<file path="src/rtl/ccu_snoop_fanout.sv">
// ccu_snoop_fanout: broadcasts one AC snoop to the selected masters, merges their CR
// responses into a single upstream CR, then forwards one CD stream and drains the rest.
//
// state  | meaning
// -------+-------------------------------------------------------------
// IDLE   | ready for a new upstream AC
// SNOOP  | AC fanned out; collecting CR from every masked snooper
// RESP   | merged CR presented upstream
// DATA   | forwarding the selected CD stream, draining other DT snoopers
module ccu_snoop_fanout #(
  parameter int unsigned NumSnoopers = 4,
  parameter int unsigned AddrWidth   = 64,
  parameter int unsigned DataWidth   = 64,
  parameter int unsigned CdBeats     = 4
) (
  input  logic                             clk_i,
  input  logic                             rst_ni,
  input  logic                             ac_valid_i,
  output logic                             ac_ready_o,
  input  logic [AddrWidth-1:0]             ac_addr_i,
  input  logic [3:0]                       ac_snoop_i,
  input  logic [2:0]                       ac_prot_i,
  input  logic [NumSnoopers-1:0]           domain_mask_i,
  output logic                             cr_valid_o,
  input  logic                             cr_ready_i,
  output logic [4:0]                       cr_resp_o,
  output logic                             cd_valid_o,
  input  logic                             cd_ready_i,
  output logic [DataWidth-1:0]             cd_data_o,
  output logic                             cd_last_o,
  output logic [NumSnoopers-1:0]           snp_ac_valid_o,
  input  logic [NumSnoopers-1:0]           snp_ac_ready_i,
  output logic [AddrWidth-1:0]             snp_ac_addr_o,
  output logic [3:0]                       snp_ac_snoop_o,
  output logic [2:0]                       snp_ac_prot_o,
  input  logic [NumSnoopers-1:0]           snp_cr_valid_i,
  output logic [NumSnoopers-1:0]           snp_cr_ready_o,
  input  logic [5*NumSnoopers-1:0]         snp_cr_resp_i,
  input  logic [NumSnoopers-1:0]           snp_cd_valid_i,
  output logic [NumSnoopers-1:0]           snp_cd_ready_o,
  input  logic [DataWidth*NumSnoopers-1:0] snp_cd_data_i,
  input  logic [NumSnoopers-1:0]           snp_cd_last_i
);

  localparam int unsigned SelW  = (NumSnoopers > 1) ? $clog2(NumSnoopers) : 1;
  localparam int unsigned BeatW = $clog2(CdBeats + 1);

  typedef enum logic [1:0] {S_IDLE, S_SNOOP, S_RESP, S_DATA} state_e;

  state_e                 r_state;
  logic [NumSnoopers-1:0] r_mask, r_ac_done, r_cr_done, r_cd_done, r_dt;
  logic [4:0]             r_cr_resp [NumSnoopers];
  logic [4:0]             r_merged;
  logic [SelW-1:0]        r_sel;
  logic [AddrWidth-1:0]   r_addr;
  logic [3:0]             r_snoop;
  logic [2:0]             r_prot;

  logic                   w_in_snoop, w_in_data;
  logic [NumSnoopers-1:0] w_ac_hs, w_cr_hs, w_cd_hs, w_cr_done_nxt, w_cd_done_nxt;
  logic [4:0]             w_resp [NumSnoopers];
  logic [NumSnoopers-1:0] w_dt;
  logic                   w_shared, w_unique, w_f1, w_f2;
  logic [SelW-1:0]        w_i1, w_i2, w_i3, w_sel;
  logic [4:0]             w_merged;

  assign w_in_snoop = (r_state == S_SNOOP);
  assign w_in_data  = (r_state == S_DATA);

  assign ac_ready_o     = (r_state == S_IDLE);
  assign cr_valid_o     = (r_state == S_RESP);
  assign cr_resp_o      = (r_state == S_RESP) ? r_merged : '0;
  assign snp_ac_addr_o  = r_addr;
  assign snp_ac_snoop_o = r_snoop;
  assign snp_ac_prot_o  = r_prot;

  assign snp_ac_valid_o = w_in_snoop ? (r_mask & ~r_ac_done) : '0;
  assign snp_cr_ready_o = w_in_snoop ? (r_mask & ~r_cr_done) : '0;
  assign w_ac_hs        = snp_ac_valid_o & snp_ac_ready_i;
  assign w_cr_hs        = snp_cr_valid_i & snp_cr_ready_o;
  assign w_cr_done_nxt  = r_cr_done | w_cr_hs;

  // The selected stream stops forwarding once its last beat has gone through.
  assign cd_valid_o    = w_in_data & ~r_cd_done[r_sel] & snp_cd_valid_i[r_sel];
  assign cd_data_o     = w_in_data ? snp_cd_data_i[int'(r_sel)*DataWidth +: DataWidth] : '0;
  assign cd_last_o     = w_in_data & snp_cd_last_i[r_sel];
  assign w_cd_hs       = snp_cd_valid_i & snp_cd_ready_o;
  assign w_cd_done_nxt = r_cd_done | (w_cd_hs & snp_cd_last_i);

  // CD ready: selected snooper follows upstream ready, other DT snoopers are drained freely.
  always_comb begin
    snp_cd_ready_o = '0;
    if (w_in_data) begin
      for (int i = 0; i < int'(NumSnoopers); i++) begin
        if (r_dt[i] && !r_cd_done[i]) begin
          snp_cd_ready_o[i] = (SelW'(i) == r_sel) ? cd_ready_i : 1'b1;
        end
      end
    end
  end

  // CR merge over stored responses plus any accepted this cycle; descending scan leaves lowest index.
  always_comb begin
    w_dt     = '0;
    w_shared = 1'b0;
    w_unique = 1'b0;
    w_f1     = 1'b0;
    w_f2     = 1'b0;
    w_i1     = '0;
    w_i2     = '0;
    w_i3     = '0;
    for (int i = int'(NumSnoopers) - 1; i >= 0; i--) begin
      w_resp[i] = w_cr_hs[i] ? snp_cr_resp_i[5*i +: 5] : r_cr_resp[i];
      if (!r_mask[i]) w_resp[i] = '0;
      w_dt[i]   = w_resp[i][0];
      w_shared  = w_shared | w_resp[i][3];
      w_unique  = w_unique | w_resp[i][4];
      if (w_resp[i][0] && w_resp[i][2] && !w_resp[i][1]) begin
        w_f1 = 1'b1;
        w_i1 = SelW'(i);
      end
      if (w_resp[i][0] && !w_resp[i][1]) begin
        w_f2 = 1'b1;
        w_i2 = SelW'(i);
      end
      if (w_resp[i][0]) w_i3 = SelW'(i);
    end
    w_sel    = w_f1 ? w_i1 : (w_f2 ? w_i2 : w_i3);
    w_merged = {w_unique, w_shared,
                w_resp[w_sel][2] & (|w_dt), w_resp[w_sel][1] & (|w_dt), |w_dt};
  end

  // Transaction FSM: capture, CR collection, merged response, data phase.
  always_ff @(posedge clk_i or negedge rst_ni) begin
    if (!rst_ni) begin
      r_state   <= S_IDLE;
      r_mask    <= '0;
      r_ac_done <= '0;
      r_cr_done <= '0;
      r_cd_done <= '0;
      r_dt      <= '0;
      r_merged  <= '0;
      r_sel     <= '0;
      r_addr    <= '0;
      r_snoop   <= '0;
      r_prot    <= '0;
      for (int i = 0; i < int'(NumSnoopers); i++) r_cr_resp[i] <= '0;
    end else begin
      case (r_state)
        S_IDLE: begin
          if (ac_valid_i) begin
            r_addr    <= ac_addr_i;
            r_snoop   <= ac_snoop_i;
            r_prot    <= ac_prot_i;
            r_mask    <= domain_mask_i;
            r_ac_done <= '0;
            r_cr_done <= '0;
            r_cd_done <= '0;
            r_dt      <= '0;
            r_merged  <= '0;
            r_sel     <= '0;
            for (int i = 0; i < int'(NumSnoopers); i++) r_cr_resp[i] <= '0;
            r_state   <= (|domain_mask_i) ? S_SNOOP : S_RESP;
          end
        end
        S_SNOOP: begin
          r_ac_done <= r_ac_done | w_ac_hs;
          r_cr_done <= w_cr_done_nxt;
          for (int i = 0; i < int'(NumSnoopers); i++) begin
            if (w_cr_hs[i]) r_cr_resp[i] <= snp_cr_resp_i[5*i +: 5];
          end
          if (w_cr_done_nxt == r_mask) begin
            r_merged <= w_merged;
            r_sel    <= w_sel;
            r_dt     <= w_dt;
            r_state  <= S_RESP;
          end
        end
        S_RESP: begin
          if (cr_ready_i) r_state <= r_merged[0] ? S_DATA : S_IDLE;
        end
        S_DATA: begin
          r_cd_done <= w_cd_done_nxt;
          if ((w_cd_done_nxt & r_dt) == r_dt) r_state <= S_IDLE;
        end
        default: r_state <= S_IDLE;
      endcase
    end
  end

`ifndef SYNTHESIS
  for (genvar g = 0; g < NumSnoopers; g++) begin : g_beat_chk
    logic [BeatW-1:0] r_beat;

    // Per-snooper beat count, used only to check where the last beat lands.
    always_ff @(posedge clk_i or negedge rst_ni) begin
      if (!rst_ni) r_beat <= '0;
      else if (w_cd_hs[g]) r_beat <= snp_cd_last_i[g] ? '0 : r_beat + 1'b1;
    end

    a_last_on_final_beat: assert property (@(posedge clk_i) disable iff (!rst_ni)
      w_cd_hs[g] |-> (snp_cd_last_i[g] == (r_beat == BeatW'(CdBeats - 1))));
  end

  a_cr_inside_mask: assert property (@(posedge clk_i) disable iff (!rst_ni)
    (w_cr_hs & ~r_mask) == '0);
`endif

endmodule

</file>
<file path="config.mk">
export PLATFORM = sky130hd
export DESIGN_NAME = ccu_snoop_fanout
export DESIGN_NICKNAME = d
export VERILOG_FILES = /design/src/rtl/ccu_snoop_fanout.sv
export SDC_FILE = /design/constraint.sdc
export NUM_CORES = 1
export LEC_CHECK = 0
export CAP_MARGIN = 20
export CORE_AREA = 2 2 207 209
export DETAILED_ROUTE_END_ITERATION = 6
export DIE_AREA = 0 0 209 211
export GPL_TIMING_DRIVEN = 0
export HOLD_SLACK_MARGIN = 0.05
export MAX_ROUTING_LAYER = met4
export PLACE_DENSITY = 0.48
export SLEW_MARGIN = 40
export SYNTH_ARGS = -nofsm -noshare
export SYNTH_HDL_FRONTEND = slang
export SYNTH_SLANG_ARGS = --single-unit
</file>
<file path="constraint.sdc">
create_clock -name clk_i -period 3.44 [get_ports clk_i]
set_input_delay 0.516 -clock clk_i [delete_from_list [all_inputs] [get_ports clk_i]]
set_output_delay 0.516 -clock clk_i [all_outputs]
set_load 0.05 [all_outputs]
</file>
; After elaboration in Yosys (flattened, before gate mapping)
; Index checks and enable logic that the tools add are counted.
; Widths: inputs -> output; s select.
[totals]
reg_bits = 120
inputBits = 372
out_inout_bits = 156
word_cells = 163
[op_classes]
n_bitwise = 25
mux = 73
n_reduce_logical = 35
magnitude_cmp = 2
eq_ne = 12
n_shift = 1
[op_table]
columns = operator, count
row1 = $shiftx 256x9->64, 1
row2 = $mux 64, 1
row3 = $mux 5, 11
row4 = $mux 2, 22
row5 = $pmux 20 s2, 1
row6 = $pmux 4 s2, 4
row7 = $and 4x4->4, 7
row8 = $mux 20, 1
row9 = $mux 4, 5
row10 = $mux 1, 19
row11 = $logic_and 1x1->1, 16
row12 = $or 4x4->4, 3
row13 = $bmux 5 s2, 1
row14 = $pmux 5 s2, 1
row15 = $eq 4x4->1, 2
row16 = $logic_not 1->1, 8
row17 = $not 4->4, 2
row18 = $pmux 2 s4, 1
row19 = $reduce_or 4->1, 2
row20 = $bmux 1 s2, 3
row21 = $mux 3, 2
row22 = $ne 2x1->1 const B, 3
row23 = $or 1x1->1, 6
row24 = $reduce_and 2->1, 3
row25 = other kinds (15), 23

; Longest topological paths before layout
[logic_depth]
ltp_word = 21
ltp_mapped = 11
ltp_nobuf = 8

; Worst setup path before layout
; OpenSTA, ideal clock, no wires.
[synth_timing]
kind = register to register
startpoint = reg r_state[1]
endpoint = reg r_state[0]
n_path_buf = 1
path_slack_ns = -0.825
required_ns = 3.309
setup_ns = 0.131
path_stages_with_launch = 8
synth_period_minus_slack_ns = 4.265
arrival_ns = 4.134
cell_sequence = dfrtp_1 -> buf_6 -> nand2_1 -> a2111oi_0 -> and3_1 -> o32a_1 -> a31oi_1 -> or3_1
[synth_via]
elab_chain_cells = 9
elab_cells_between_ends = 20
classes_between = eq/ne: 9 / mux: 3 / bitwise: 6 / reduce/logical: 2
[synth_rtl]
columns = item, line_no
row1 = start: declaration, 50  ; state_e r_state;
row2 = start signal: assignment, 163  ; r_state <= (|domain_mask_i) ? S_SNOOP : S_RESP;
row3 = start signal: assignment, 180  ; if (cr_ready_i) r_state <= r_merged[0] ? S_DATA : S_IDLE;
row4 = $eq 2x2->1, 68  ; assign w_in_data = (r_state == S_DATA);
row5 = $mux 4, 93  ; if (w_in_data) begin
row6 = net snp_cd_ready_o[1], 40  ; output logic [NumSnoopers-1:0] snp_cd_ready_o,
row7 = $and 4x4->4, 87  ; assign w_cd_hs = snp_cd_valid_i & snp_cd_ready_o;
row8 = $and 4x4->4, 88  ; assign w_cd_done_nxt = r_cd_done | (w_cd_hs & snp_cd_last_i);
row9 = $or 4x4->4, 88
row10 = $and 4x4->4, 184  ; if ((w_cd_done_nxt & r_dt) == r_dt) r_state <= S_IDLE;
row11 = $eq 4x4->1, 184
row12 = $ne 2x1->1 (no source line), --
row13 = $reduce_and 4->1 (no source line), --
; The timed path passes the listed nets, and every way through them passes these cells.
; A chain may end at the register's enable or synchronous reset.

; Worst setup path after layout
[layout_timing]
startpoint = reg r_state[0]
endpoint = out cd_data_o[31]
[layout_via]
elab_chain_cells = 2
[layout_rtl]
columns = item, line_no
row1 = $eq 2x2->1, 68
row2 = $mux 64, 85  ; assign cd_data_o = w_in_data ? snp_cd_data_i[int'(r_sel)*DataWidth +: DataWidth] : '0;
row3 = end: declaration, 29  ; output logic [DataWidth-1:0] cd_data_o,
; Every way passes these cells.

==> metrics.yaml <==
status: "finished, final reports clean"
place.gp.congestion: 0.933
layout_min_cycle_time_ps: 3240
start_util: 0.179
p_int_mw: 5.78
grt_pass1_wl_mm: 60.9
finalHoldViolCount: 0
grt_overflow_total: 0
numCtsBuffers: 17
mostFrequentLayoutCell: "clkdlybuf4s50_1"
core-area_mm2: 0.0418
power_switching_mw: 5.34
totalWireLength_mm: 43.8
required_ps: 2920
syn-num-nets: 1144
place_ws_ps: -239
vias_per_cell: 4.31
ir_drop_mv: 0.403
synthCells: 772
yosys.area.top_type_share: 0.401
fmax_ghz: 0.309
yosysWarnings: 0
insertion_delay_ps: 430
power_per_cell_area_mw_per_mm2: 783
htreeDepth: 4
drt_first_iter_violations: 401
netlist-cell-type-count: 51
ys.flop_type: "dfrtp_1"
layout-drive-gt1-share: 0.107
portBuffers: 527
avgSynthCellArea_um2: 9.70
power_frac_comb: 0.615
num_vias: 8171
synth_edf_count: 0
die_y_um: 211
dpl_cell_area_mm2: 0.0135
ys_ff_latch: 120
rows: 75
path_clk_slew_ps: 60
hpwlAfterDp_mm: 37.1
fin_area_mm2: 0.0142
io_pins: 528
timing.final.ws_setup_ps: 202
cts-root-buf: "clkbuf_16"
holdWs_ps: 472
fin_skew_ps: 14.8
nNetsFinal: 1690
grt_pass1_vias: 8508
cts.sinks: 120
postRouteAntennaNets: 0
worst_pin_slew_ps: 701
crit_fanout: 10
synth_seq_area_share: 0.401
grt_max_degree: 53
grt_usage: 0.199
clkPwrFrac: 0.176
end_kind: "output pin"
most-common-layout-cells: "clkdlybuf4s50_1, nand2_1, dfrtp_1"
async_flop_share: 1.00
finalSetupViolations: 0
antenna_found_initial: 24
hold_class: "reg -> reg"
synth_top_area_cell: "dfrtp_1"
slew_headroom: 0.527
final_util: 0.340
die_x_um: 209
setup_tns_ps: 0
fin_crit_sh: 0.941
slew_violations: 0
grt_setup_unrepaired: "false"
crit_arrival_ps: 2720
max-cap-violations: 0
die_area_mm2: 0.0441
synthesis.area_mm2: 0.00749
drtPass1Iterations: 5
drcViolationCount: 0
wire_per_inst_um: 23.1
tritoncts: "yes"
synth.area.top_cells: "dfrtp_1, mux4_2, nand2_1"
syn_to_final_growth_pct: 89.7
worstSetupPathType: "reg -> out"
p_seq_frac: 0.209
cp-start-kind: "flop"
cts_buffer_depth: 2
swShare: 0.480
p_leak_nw: 5.88
[sequential cells by signal, summed over array words and instances, names as in the netlist]
register,cells
snp_ac_snoop_o,4
r_dt,4
snp_ac_prot_o,3
r_state,2
snp_ac_addr_o,64
r_mask,4
r_cr_done,4
r_cr_resp,20
r_sel,2
r_merged,5
r_ac_done,4
r_cd_done,4
[power by group through the flow]
stage	Clock [mW]	Combinational, mW	Sequential [mW]
6_report	1.96	6.84	2.33
5_1_grt	2.06	7.27	2.40
4_1_cts	2.02	6.92	2.33
3_5_place_dp	0	6.95	2.32
3_3_place_gp	0	6.93	2.30
2_1_floorplan	0	3.03	3.66
[synthesized netlist by cell type, types with 3 or more instances]
cell type / n
mux2_2: 7
o21ai_0: 21
o31ai_1: 5
nor3b_1: 3
a22o_1: 16
and3_1: 6
clkbuf_1: 39
buf_6: 6
nor2b_1: 72
and2_1: 7
a21o_1: 8
buf_1: 5
nand3_1: 12
mux2i_1: 12
a211oi_1: 4
mux4_2: 65
nand2_1: 270
dfrtp_1: 120
buf_2: 6
a221oi_1: 3
inv_1: 14
a31oi_1: 8
a21oi_1: 4
nor2_1: 20
nor3_1: 5
nand2b_1: 3
[kinds of logic (layout without fill, tap and decap cells)]
kind of cell | after synthesis | in the layout | synth area share
AND/OR/NAND/NOR | 409 | 409 | 0.248
flip-flops | 120 | 120 | 0.401
AO/OA/AOI/OAI | 88 | 88 | 0.0859
multiplexers | 84 | 84 | 0.222
buffers and inverters | 71 | 630 | 0.0428
other | 0 | 24 | 0
[stage by stage]
| stage | std cells | power, mW |
|---|---|---|
| 5_1_grt | 1894 | 11.7 |
| 3_5_place_dp | 1840 | 9.27 |
| 2_1_floorplan | 772 | 6.69 |
| 6_report | 1894 | 11.1 |
| 3_3_place_gp | 1838 | 9.23 |
| 4_1_cts | 1870 | 11.3 |
[final timing paths]
| path | startpoint | endpoint | slack, ps | depth (start not counted) |
|---|---|---|---|---|
| worst min-delay path | snp_ac_addr_o[36]$_DFFE_PN0P_ | snp_ac_addr_o[36]$_DFFE_PN0P_ | 470 | 2 |
| min in group asynchronous | rst_ni | snp_ac_addr_o[50]$_DFFE_PN0P_ | 500 | 2 |
| worst max-delay path | r_state[0]$_DFFE_PN0P_ | cd_data_o[31] | 200 | 6 |
| worst min register to register | snp_ac_addr_o[36]$_DFFE_PN0P_ | snp_ac_addr_o[36]$_DFFE_PN0P_ | 470 | 2 |
| max in group asynchronous | rst_ni | snp_ac_snoop_o[1]$_DFFE_PN0P_ | 2100 | 4 |
| worst max register to register | r_mask[2]$_DFFE_PN0P_ | r_merged[4]$_DFFE_PN0P_ | 730 | 9 |
[repair_timing]
item	4_1_cts	5_1_grt
resized for setup	41	4
hold buffers	1	0
endpoints found under the hold margin	17	0
buffers inserted	0	0
endpoints found under the setup margin	70	7
[final cells by class]
cell class | count | area [µm²]
diodes | 24 | 60.1
plain buffers | 54 | 295
clock buffers | 18 | 429
clock inverters | 14 | 196
fillers | 4301 | 27600
inverters | 14 | 52.6
multi-input cells | 581 | 4170
flip-flops and latches | 120 | 3000
well taps | 539 | 674
repair buffers | 530 | 5320
[routing by layer]
layer	GRT usage	part of all wire	vias to the layer above
li1	-	-	3800
met1	0.211	0.38	3990
met2	0.348	0.53	340
met3	0.0605	0.069	41
met4	0.0818	0.020	0
met5	-	0	-
[critical path: stages (launching register included)]
cell	delay (ps)
dfrtp_1	340
buf_6	130
nand2_1	250
clkbuf_2	310
clkbuf_2	250
nor2b_1	170
clkdlybuf4s50_1	830
No activity file was read; power rests on OpenSTA's default activity.
